`config.mk`:
```
export PLATFORM = sky130hd
export DESIGN_NAME = rx_frame_sr
export DESIGN_NICKNAME = d
export VERILOG_FILES = /design/src/rtl/rx_frame_sr.sv
export SDC_FILE = /design/constraint.sdc
export NUM_CORES = 1
export LEC_CHECK = 0
export CAP_MARGIN = 40
export CORE_UTILIZATION = 55
export DETAILED_ROUTE_END_ITERATION = 16
export PLACE_DENSITY = 0.79
export SLEW_MARGIN = 30
export SYNTH_ARGS = -nofsm -noshare
export SYNTH_HDL_FRONTEND = slang
export SYNTH_SLANG_ARGS = --single-unit
```
`constraint.sdc`:
```
create_clock -name clk -period 3.3 [get_ports clk]
set_input_delay 0.99 -clock clk [delete_from_list [all_inputs] [get_ports clk]]
set_output_delay 0.99 -clock clk [all_outputs]
set_load 0.05 [all_outputs]
```
`src/rtl/rx_frame_sr.sv`:
```
// rx_frame_sr: UART receive frame shifter and checker.
// Captures one serial frame LSB first on bit-centre strobes, checks parity
// and stop bits, then presents the data word through a ready/read handshake.
// Ports:
//   clk, rst             clock (rising edge), asynchronous active-high reset
//   frame_start          1-cycle pulse, validated start bit seen
//   shift_strobe         1-cycle pulse, sample serial_in
//   serial_in            synchronised rx line
//   data_read            1-cycle pulse, consumer took packet_data
//   packet_data          last received data word
//   data_ready           packet_data holds an unread word
//   parity_err           parity mismatch on the current word
//   framing_err          a stop bit sampled 0 on the current word
//   overrun_err          sticky, a word was overwritten before being read
//   busy                 frame capture in progress
module rx_frame_sr #(
    parameter int unsigned DATA_BITS  = 8,
    parameter int unsigned PARITY_EN  = 0,
    parameter int unsigned PARITY_ODD = 0,
    parameter int unsigned STOP_BITS  = 1
) (
    input  logic                 clk,
    input  logic                 rst,
    input  logic                 frame_start,
    input  logic                 shift_strobe,
    input  logic                 serial_in,
    input  logic                 data_read,
    output logic [DATA_BITS-1:0] packet_data,
    output logic                 data_ready,
    output logic                 parity_err,
    output logic                 framing_err,
    output logic                 overrun_err,
    output logic                 busy
);

    localparam int unsigned FRAME_LEN = DATA_BITS + PARITY_EN + STOP_BITS;
    localparam int unsigned CNT_W     = $clog2(FRAME_LEN + 1);

    typedef enum logic [1:0] {
        S_IDLE  = 2'd0,
        S_SHIFT = 2'd1,
        S_CHECK = 2'd2
    } state_t;

    state_t                 r_state;
    logic [FRAME_LEN-1:0]   r_shift;
    logic [CNT_W-1:0]       r_cnt;

    logic [DATA_BITS-1:0]   w_data;
    logic                   w_par_bit;
    logic [STOP_BITS-1:0]   w_stop;
    logic                   w_par_err;

    // Field extraction from the full shift register: data low, parity, stops on top.
    assign w_data    = r_shift[DATA_BITS-1:0];
    assign w_par_bit = (PARITY_EN != 0) ? r_shift[DATA_BITS] : 1'b0;
    assign w_stop    = r_shift[FRAME_LEN-1 -: STOP_BITS];
    assign w_par_err = (PARITY_EN != 0) && ((^{w_data, w_par_bit}) != 1'(PARITY_ODD));

    assign busy = (r_state != S_IDLE);

    // Frame capture FSM plus output holding register and handshake.
    always_ff @(posedge clk or posedge rst) begin
        if (rst) begin
            r_state     <= S_IDLE;
            r_shift     <= '1;
            r_cnt       <= '0;
            packet_data <= '0;
            data_ready  <= 1'b0;
            parity_err  <= 1'b0;
            framing_err <= 1'b0;
            overrun_err <= 1'b0;
        end else begin
            case (r_state)
                S_IDLE: begin
                    // A strobe coinciding with frame_start is deliberately dropped.
                    if (frame_start) begin
                        r_state <= S_SHIFT;
                        r_cnt   <= '0;
                    end
                end
                S_SHIFT: begin
                    if (shift_strobe) begin
                        r_shift <= {serial_in, r_shift[FRAME_LEN-1:1]};
                        r_cnt   <= r_cnt + CNT_W'(1);
                        if (r_cnt == CNT_W'(FRAME_LEN - 1)) begin
                            r_state <= S_CHECK;
                        end
                    end
                end
                S_CHECK: begin
                    r_state <= S_IDLE;
                end
                default: begin
                    r_state <= S_IDLE;
                end
            endcase

            if (r_state == S_CHECK) begin
                // Load wins over a simultaneous read; only an unread overwrite flags overrun.
                packet_data <= w_data;
                parity_err  <= w_par_err;
                framing_err <= ~&w_stop;
                data_ready  <= 1'b1;
                if (data_ready && !data_read) begin
                    overrun_err <= 1'b1;
                end else if (data_ready && data_read) begin
                    overrun_err <= 1'b0;
                end
            end else if (data_read && data_ready) begin
                data_ready  <= 1'b0;
                overrun_err <= 1'b0;
            end
        end
    end

endmodule
```
==> results.toml <==
[pwr]
p_comb_share_pct = 38.8
swShare_pct = 35.9
power_density_mw_per_mm2 = 865
seqPwrFrac_pct = 48.3
leakage_nw = 0.641
intPower_uw = 757
ir_drop_mv = 0.450
switchingPower_uw = 425
p_clk_share_pct = 12.9

[synth]
yosys_warnings = 0
syn_inst = 83
syn_nets = 91
synth_seq_area_share_pct = 57.9
synth_area_mm2 = 0.00114
synth_seq_cells = 26
syn_avg_cell_area_um2 = 13.8
ys_types = 27

[route]
finalWirelength_um = 1740
first_iter_violations = 12
drtPass1Iterations = 4
drt-wirelength-per-cell_um = 13.5
ant_nets = 0
vias = 696
vias_per_cell = 5.40
drc = 0

[grt]
grt-ovfl-total = 0
grt_pass1_wl_um = 2640
grt_max_degree = 27
grt_pass1_vias = 592
grtUsageTotal_pct = 17.3
antenna_found_initial = 0

[sta]
period_minus_slack_ns = 2.86
layout_worst_path_cycle_share_pct = 86.7
tns_ns = 0
hold_violations = 0
grt_setup_unrepaired = "false"
max_slew_margin_pct = 65.6
final-max-slew-violation-count = 0
worst_slew_pin_slew_ns = 0.515
fmax_ghz = 0.350
setup_viol = 0
finClkSkew_ns = 0.00197

[floorplan]
initial_core_util_pct = 58.2
rows = 16
core_area_mm2 = 0.00196
die_height_um = 47.6
pin_count = 19
die_area_mm2 = 0.00226
die_w_um = 47.6

[layout]
fin_area_mm2 = 0.00137
nNetsFinal = 111
drive_gt1_share_pct = 34.3
area_growth_pct = 19.6
diodes = 0

[setup_path]
crit_path_end_kind = "output pin"
r2r.worst_path.cells = 4
r2r_start = "r_cnt[0]"
crit_path_top_delay_cell = "clkdlybuf4s50_1"
setup.worst_path.start = "r_state[1]"
cp.required_ns = 2.31
path_class = "register to output pin"
crit_chain = "or2_2 -> clkdlybuf4s50_1"
startpoint_type = "register"
worstPathMaxFanout = 7
slowest_delay_ns = 0.71
cp.arrival_ns = 1.87

[clock_tree]
root_buffer = "clkbuf_4"
clkTransAtPathRegs_ns = 0.13
cts.path.max_buffers = 2
htreeDepth = 1
ctsHoldBuffers = 0
cts_tree = "done"
clkLatencyLatePin_ns = 0.31
postCtsSetupRepairBufs = 0
cts_sinks = 26
cts_buffers = 3
post_cts_resized = 0

[place]
dpl_cell_area_mm2 = 0.00133
portBuffers = 17
dp_hpwl_um = 1250
gp_congestion = 0.837

[hold_path]
whs_path_depth = 2
hp-class = "register to register"
min_from = "framing_err"

[flow_run]
drv_cap = 0

[run_status]
outcome = "finished clean"
[flip-flops by register name, summed over array words and instances, names as in the netlist, named ones only]
| name | count |
|---|---|
| data_ready | 1 |
| framing_err | 1 |
| packet_data | 8 |
| r_cnt | 4 |
| r_shift | 9 |
| r_state | 2 |
[final cells by class]
class                   count  area, µm²
repair buffers             18        178
inverters                   6       22.5
flip-flops and latches     26        662
well taps                  27       33.8
fillers                   144        596
multi-input cells          48        434
clock buffers               4       36.3
[cell usage in the layout, fill, tap and decap left out, types with 2 or more instances in the layout]
| cell | count |
|---|---|
| mux2i_1 | 2 |
| inv_1 | 6 |
| dfrtp_1 | 17 |
| nor2_1 | 2 |
| clkdlybuf4s50_1 | 17 |
| o21ai_0 | 4 |
| a22o_1 | 2 |
| mux2_4 | 7 |
| a31oi_1 | 2 |
| ha_1 | 2 |
| dfstp_2 | 9 |
| mux2_2 | 10 |
| clkbuf_4 | 3 |
| nand2_1 | 5 |
[stage by stage]
step	power, mW	hold WS [ns]	setup slack (ns)	util [%]	instances
floorplan	0.906	0.468	1.41	-	83
global placement	1.02	0.468	0.816	67.8	125
detailed placement	1.04	0.473	0.798	67.8	125
CTS	1.20	0.503	0.432	69.6	129
global route	1.26	0.543	0.369	69.6	129
finish	1.18	0.504	0.439	69.6	129
[critical path, delay by kind of cell (launching register included)]
| family | cells | cell delay [ns] |
|---|---|---|
| buffers and inverters | 1 | 0.71 |
| flip-flops | 1 | 0.51 |
| AND/OR/NAND/NOR | 1 | 0.33 |
[path summary, 6_finish.rpt]
| check | to | slack, ns |
|---|---|---|
| setup / recovery | busy | 0.44 |
| hold / removal | framing_err | 0.50 |
| setup reg to reg | r_cnt[1] | 2.00 |
| hold reg to reg | framing_err | 0.50 |
| max in group asynchronous | r_shift[1] | 2.00 |
| min in group asynchronous | packet_data[6] | 1.01 |
[synth_stat cells]
library cell	n	area (µm²)
dfrtp_1	17	425
mux2_2	10	113
dfstp_2	9	236
mux2_4	7	105
inv_1	6	22.5
nand2_1	5	18.8
o21ai_0	4	20.0
a22o_1	2	17.5
a31oi_1	2	12.5
ha_1	2	25.0
mux2i_1	2	20.0
nor2_1	2	7.51
a21oi_1	1	5.00
a22oi_1	1	7.51
and2_1	1	6.26
buf_2	1	5.00
buf_4	1	7.51
buf_6	1	11.3
conb_1	1	3.75
nand2_4	1	11.3
nand2b_4	1	13.8
nand4_1	1	6.26
nor2b_4	1	13.8
nor3_1	1	5.00
o21bai_1	1	7.51
o41ai_1	1	8.76
or2_2	1	6.26
[power groups by stage]
stage          Clock [mW]  Sequential (mW)  Combinational, mW
2_1_floorplan           0            0.655              0.251
3_3_place_gp            0            0.569              0.451
3_5_place_dp            0            0.577              0.462
4_1_cts             0.158            0.572              0.465
5_1_grt             0.174            0.591              0.495
6_report            0.153            0.571              0.459
[routing by layer]
layer / GRT usage (%) / vias up / part of all wire [%]
li1: - / 324 / -
met1: 20.3 / 353 / 44
met2: 31.0 / 17 / 51
met3: 7.17 / 2 / 4.8
met4: 1.67 / 0 / 0.69
met5: 0 / - / 0
[cell families after synthesis]
logic type                 Yosys count  share of synthesized area, %
and+or+nand+nor                     14                          7.78
muxes                               19                          20.8
DFF                                 26                          57.9
AOI/OAI and AO/OA                   12                          6.90
adders and majority gates            2                          2.19
other                                1                         0.328
buffers and inverters                9                          4.05
No activity file was read; power rests on OpenSTA's default activity.
